File: config.mk
export PLATFORM = sky130hd
export DESIGN_NAME = pipe_stage_reg
export DESIGN_NICKNAME = d
export VERILOG_FILES = /design/src/rtl/pipe_stage_reg.sv
export SDC_FILE = /design/constraint.sdc
export NUM_CORES = 1
export LEC_CHECK = 0
export CORE_AREA = 5 5 231 233
export DETAILED_ROUTE_END_ITERATION = 6
export DIE_AREA = 0 0 236 238
export GPL_TIMING_DRIVEN = 0
export PLACE_DENSITY = 0.6
export SLEW_MARGIN = 0
export SYNTH_ARGS = -nofsm -noshare
export SYNTH_HDL_FRONTEND = slang
export SYNTH_SLANG_ARGS = --single-unit
export TNS_END_PERCENT = 20
File: constraint.sdc
create_clock -name Clk -period 4.15 [get_ports Clk]
set_clock_uncertainty 0.1 [all_clocks]
set_input_delay 0.415 -clock Clk [delete_from_list [all_inputs] [get_ports Clk]]
set_output_delay 0.415 -clock Clk [all_outputs]
set_load 0.03 [all_outputs]
File: src/rtl/pipe_stage_reg.sv
// Inter-stage pipeline register with valid/ready handshake, flush and a saturating stall counter.
// Optional 2-entry skid buffer (registered InReady) enabled by defining PIPE_STAGE_SKID_EN.
module pipe_stage_reg #(
  parameter int unsigned          PAYLOAD_W = 279,
  parameter logic [PAYLOAD_W-1:0] RESET_VAL = '0,
  parameter int unsigned          CNT_W     = 32
) (
  input  logic                 Clk,
  input  logic                 Rst,
  input  logic                 Flush,
  input  logic                 InValid,
  output logic                 InReady,
  input  logic [PAYLOAD_W-1:0] InData,
  input  logic                 InWe,
  output logic                 OutValid,
  input  logic                 OutReady,
  output logic [PAYLOAD_W-1:0] OutData,
  output logic                 OutWe,
  output logic [CNT_W-1:0]     StallCnt
);

  logic                 main_valid_q, main_valid_d;
  logic [PAYLOAD_W-1:0] main_data_q,  main_data_d;
  logic                 main_we_q,    main_we_d;
  logic [CNT_W-1:0]     stall_cnt_q,  stall_cnt_d;

  logic in_ready_c;
  logic in_xfer_c;
  logic main_load_c;

`ifdef PIPE_STAGE_SKID_EN
  logic                 skid_valid_q, skid_valid_d;
  logic [PAYLOAD_W-1:0] skid_data_q,  skid_data_d;
  logic                 skid_we_q,    skid_we_d;

  // Registered ready: the stage can always absorb one more entry while the skid is free.
  assign in_ready_c = !skid_valid_q;
`else
  assign in_ready_c = OutReady | !main_valid_q;
`endif

  assign in_xfer_c   = InValid & in_ready_c;
  assign main_load_c = !main_valid_q | OutReady;

  // Next-state for main and skid entries; the stored we is cleared whenever an entry is invalid.
  always_comb begin
    main_valid_d = main_valid_q;
    main_data_d  = main_data_q;
    main_we_d    = main_we_q;
`ifdef PIPE_STAGE_SKID_EN
    skid_valid_d = skid_valid_q;
    skid_data_d  = skid_data_q;
    skid_we_d    = skid_we_q;
`endif
    if (Flush) begin
      main_valid_d = 1'b0;
      main_we_d    = 1'b0;
`ifdef PIPE_STAGE_SKID_EN
      skid_valid_d = 1'b0;
      skid_we_d    = 1'b0;
`endif
    end else if (main_load_c) begin
`ifdef PIPE_STAGE_SKID_EN
      if (skid_valid_q) begin
        main_valid_d = 1'b1;
        main_data_d  = skid_data_q;
        main_we_d    = skid_we_q;
        skid_valid_d = 1'b0;
        skid_we_d    = 1'b0;
      end else
`endif
      if (in_xfer_c) begin
        main_valid_d = 1'b1;
        main_data_d  = InData;
        main_we_d    = InWe;
      end else begin
        main_valid_d = 1'b0;
        main_we_d    = 1'b0;
      end
    end
`ifdef PIPE_STAGE_SKID_EN
    else if (in_xfer_c) begin
      skid_valid_d = 1'b1;
      skid_data_d  = InData;
      skid_we_d    = InWe;
    end
`endif
  end

  // Saturating count of stalled cycles; flush does not touch it.
  always_comb begin
    stall_cnt_d = stall_cnt_q;
    if (main_valid_q && !OutReady && !(&stall_cnt_q)) begin
      stall_cnt_d = stall_cnt_q + CNT_W'(1);
    end
  end

  always_ff @(posedge Clk) begin
    if (!Rst) begin
      main_valid_q <= 1'b0;
      main_data_q  <= RESET_VAL;
      main_we_q    <= 1'b0;
      stall_cnt_q  <= '0;
    end else begin
      main_valid_q <= main_valid_d;
      main_data_q  <= main_data_d;
      main_we_q    <= main_we_d;
      stall_cnt_q  <= stall_cnt_d;
    end
  end

`ifdef PIPE_STAGE_SKID_EN
  always_ff @(posedge Clk) begin
    if (!Rst) begin
      skid_valid_q <= 1'b0;
      skid_data_q  <= RESET_VAL;
      skid_we_q    <= 1'b0;
    end else begin
      skid_valid_q <= skid_valid_d;
      skid_data_q  <= skid_data_d;
      skid_we_q    <= skid_we_d;
    end
  end
`endif

  assign InReady  = in_ready_c;
  assign OutValid = main_valid_q;
  assign OutData  = main_data_q;
  assign OutWe    = main_we_q;
  assign StallCnt = stall_cnt_q;

endmodule
-- Word level (Yosys, flattened, before mapping)
Index checks and enable logic that the tools add are counted.
- register bits after elaboration: 313
- latch bits: 0
- bits in writable memories: 0
- memory bits (read-only): 0
- output and inout bits: 314
- memories: 0
- add/sub/neg operators: 1
- $mul: 0
- div/mod/pow operators: 0
- magnitude comparators: 0
- equality and inequality tests: 0
- shift-type cells: 0
- muxes and demuxes: 2
- bitwise logic cells: 4
- reductions and logical operators: 8
- operator list (operator ; count):
    adder 32 x 1 -> 32 bit, second input constant ; 1
    AND reduction 32 bit ; 1
    logical NOT 1 bit ; 3
    AND reduction 3 bit ; 1
    logical AND 1 bit ; 2
    two-way mux 1 bit ; 2
    inverter 1 bit ; 2
    OR reduction 2 bit ; 1
    AND 1 bit ; 1
    bitwise OR 1 bit ; 1

-- Logic depth before layout (Yosys ltp)
- word-level depth: 4
- depth in mapped cells: 8

-- Worst setup path after synthesis
Ideal clock, no wire load.
- kind: register to register
- start point: register stall_cnt_q[0], in the netlist StallCnt[0]
- end point: register stall_cnt_q[0], in the netlist StallCnt[0]
- arrival time: 2.039 ns
- required time: 3.922 ns
- slack: 1.883 ns
- cell stages (with the launch flop): 8
- buffers on the path: 1
- period minus slack after synthesis: 2.267 ns
- cell sequence: dfxtp_1 -> ha_1 -> nand3_1 -> or3_4 -> o31ai_4 -> buf_6 -> xor2_1 -> nor2_1
- longest elaborated chain between the ends: 3
- ends and longest elaborated chain (what ; line ; text):
    start, declared ; 25 ; logic [CNT_W-1:0] stall_cnt_q, stall_cnt_d;
    start signal, assigned ; 108 ; stall_cnt_q <= stall_cnt_d;
    parallel branches: the longest is 3 deep, another holds adder 32 x 1 -> 32 bit ; n/a ;
Several ways; the timed one is not identified.
A chain may end at the register's enable or synchronous reset.

-- Worst setup path in the final report
- start point: register main_valid_q, in the netlist OutValid
- end point: register main_data_q[153], in the netlist OutData[153]
- longest elaborated chain between the ends: 4
- ends and longest elaborated chain (what ; line ; text):
    start, declared ; 22 ; logic main_valid_q, main_valid_d;
    start signal, assigned ; 105 ; main_valid_q <= main_valid_d;
    logical NOT 1 bit * ; 39, 43 ;
    bitwise OR 1 bit * ; 39, 43 ;
    AND 1 bit ; 42 ; assign in_xfer_c = InValid & in_ready_c;
    AND reduction 3 bit (no line) * ; n/a ;
    end signal, assigned ; 106 ; main_data_q <= main_data_d;
    end, declared ; 23 ; logic [PAYLOAD_W-1:0] main_data_q, main_data_d;
Mark *: on every way between the ends. The rest lies on a longest branch, timed or not.

==> results.yml <==
clock_network:
  root_buffer: "clkbuf_16"
  htreeDepth: 2
  cts_tree: "done"
  clock_path_buffers: 3
  clk_pin_slew_ns: 0.06
  cts-hold-fix-buffers: 0
  cts.sink_count: 313
  numCtsBuffers: 36
  insertion_delay_ns: 0.52
  cts_setup_buffers: 0
  cts_resized: 0
floorplanning:
  rows: 83
  start_util_pct: 22.02
  design.core.area_sq_um: 50990
  dieWidth_microns: 236
  die_y_microns: 238
  die-area_sq_um: 56170
  top_level_ports: 599
cells_and_area:
  fillers: 5236
  nets: 2329
  layout_common_cells: "clkdlybuf4s50_1 (597), nand2_1 (568), dfxtp_1 (313)"
  mostFrequentLayoutCell: "clkdlybuf4s50_1"
  drive_gt1_share_pct: 4.499
  fin_cells: 2749
  area_growth_pct: 71.06
grt:
  overflow: 0
  grt_max_degree: 13
  grt_pass1_vias: 11880
  grt.total_usage_pct: 15.77
  grt_pass1_wl_microns: 70230
  antenna_found_initial: 2
place:
  dp_hpwl_microns: 38290
  portBuffers: 597
  place_inst: 2685
  gp_congestion: 0.9135
  place_ws_ns: 0.4989
timing:
  setup_slack_ns: 1.208
  finalSetupViolations: 0
  hold_viol_final: 0
  worst_pin_slew_ns: 0.7942
  rsz0062_at_grt: "no"
  setup_tns_ns: 0
  period_share_pct: 70.90
  min_period_ns: 2.942
  slew_headroom_pct: 47.05
  max_freq_ghz: 0.3399
  timing.hold.ws_ns: 0.2686
  slew_violations: 0
run:
  maxCapViolations: 0
synth:
  synth_edf_count: 0
  synth_ff_type: "dfxtp_1"
  synth_seq_cells: 313
  syn_area_per_cell_sq_um: 7.976
  synth_cells: 1408
  synth.net_count: 1694
  async_reset_ff_share_pct: 0
  yosysUniqueCellTypes: 44
  yosysWarningCount: 0
  seq_area_frac_synth_pct: 55.80
  synth_area_sq_um: 11230
pwr:
  powerDensity_nw_per_um2: 390.9
  comb_power_share_pct: 15.5
  pwr-share-seq_pct: 42.7
  power_mw: 7.509
  swShare_pct: 25.88
  p_int_mw: 5.565
  irDropWorstVdd_mv: 0.2920
  p_switching_mw: 1.943
  clockPowerShare_pct: 41.9
  power_leakage_nw: 6.641
routing:
  top_layer: "met5"
  wire_per_inst_microns: 17.38
  wl_met3_microns: 4930
  wl_met1_microns: 18130
  vias: 11920
  vias_per_cell: 4.337
  drcViolationCount: 0
  drtPass1Iterations: 5
  wirelength_microns: 47770
  wl_met2_microns: 23170
  initialDrtViolationCount: 499
  final_antenna_net_count: 0
critical_path:
  reg2reg_depth: 8
  critPathBufInv: 4
  path_class: "flip-flop to flip-flop"
  cpMaxStageDelayCell: "clkbuf_1"
  ff2ff_setup_slack_ns: 1.21
  path_depth: 8
  regToRegEndpoint: "OutData[153]$_SDFFE_PN0P_"
  cp_slowest_stage_delay_ns: 0.58
  crit_path_frequent_cell: "clkbuf_1"
  start_kind: "flip-flop"
  endpoint: "OutData[153]$_SDFFE_PN0P_"
  path_cells: "nor2b_4 -> inv_2 -> nand3b_1 -> clkbuf_1 -> clkbuf_1 -> clkbuf_1 -> nand2_1 -> a21oi_1"
  crit_start: "OutValid$_SDFFE_PP0N_"
  worstPathRequired_ns: 4.49
  arrival_ns: 3.29
  worst_path_dominant_cell_family: "buffers and inverters"
  end_kind: "flip-flop"
  path_max_fanout: 10
  reg2reg_from: "OutValid$_SDFFE_PP0N_"
min_path:
  worstHoldPathType: "input port to flip-flop"
run_status:
  outcome: "completed"
kinds of logic after synthesis:
family / after synthesis / share of synthesized area [%]
AOI/OAI and AO/OA: 339 / 16.25
xor gates and xnor gates: 6 / 0.4681
adders and majority gates: 1 / 0.1114
buffers and inverters: 109 / 4.000
DFF: 313 / 55.80
and+or+nand+nor: 640 / 23.38
per-layer routing:
metal  up-vias  GRT usage, %
met5         -             0
met4         2         5.102
met3        81         7.143
met2       460         27.76
met1      5466         16.96
li1       5914             -
per-stage QoR:
step	utilization (%)	area, sq um
after CTS	37.66	19200
after global routing	37.66	19200
after global placement	35.41	18060
after detailed placement	35.41	18060
final	37.67	19210
after floorplan	-	11230
worst reg2reg max path: stages, from the launching register on:
cell and delay, ns:
dfxtp_1 0.32, nor2b_4 0.24, inv_2 0.14, nand3b_1 0.10, clkbuf_1 0.57, clkbuf_1 0.52
clkbuf_1 0.59, nand2_1 0.11, a21oi_1 0.17
synthesized netlist by cell type (all sizes together) (5+ instances only):
library cell    n  area share, %
a21oi         302             14
buf            29            1.3
clkbuf         70            2.3
dfxtp         313             56
inv            10           0.33
nand2         568             19
nand3          13           0.69
nand4           8           0.69
nor2           11           0.37
nor3            5           0.22
o21ai          19           0.88
o31ai           8           0.78
or3            19            1.1
sequential cells by signal (all words and copies together) (netlist names):
register  cells
OutValid      1
OutData     279
OutWe         1
StallCnt     32
power groups by stage:
stage	combinational, mW	clock [mW]	sequential [mW]
6_report	1.16	3.14	3.20
5_1_grt	1.24	3.37	3.22
4_1_cts	1.17	3.25	3.20
3_5_place_dp	1.17	0	3.27
3_3_place_gp	1.17	0	3.26
2_1_floorplan	0.259	0	3.51
final cells by class:
class / instances / area (sq um) / share of cell area (%)
multi-input combinational: 986 / 4514 / 23.50
clock inverter: 8 / 118.9 / 0.6188
inverter: 10 / 37.54 / 0.1954
timing repair buffer: 597 / 5976 / 31.11
sequential: 313 / 6266 / 32.62
clock buffer: 54 / 1030 / 5.361
buffer: 99 / 411.6 / 2.143
tap: 680 / 850.8 / 4.429
antenna: 2 / 5.005 / 0.02605
worst min path at each step:
stage / start / endpoint / slack (ns) / cells past startpoint
after global placement: OutData[246]$_SDFFE_PN0P_ / OutData[246]$_SDFFE_PN0P_ / 0.34 / 2
after floorplan: InValid / OutValid$_SDFFE_PP0N_ / 0.44 / 2
final: Rst / StallCnt[14]$_SDFFE_PN0P_ / 0.27 / 2
after CTS: Rst / StallCnt[14]$_SDFFE_PN0P_ / 0.24 / 2
after detailed placement: OutData[16]$_SDFFE_PN0P_ / OutData[16]$_SDFFE_PN0P_ / 0.35 / 2
after global routing: Rst / StallCnt[14]$_SDFFE_PN0P_ / 0.27 / 2
No activity file was read; power rests on OpenSTA's default activity.
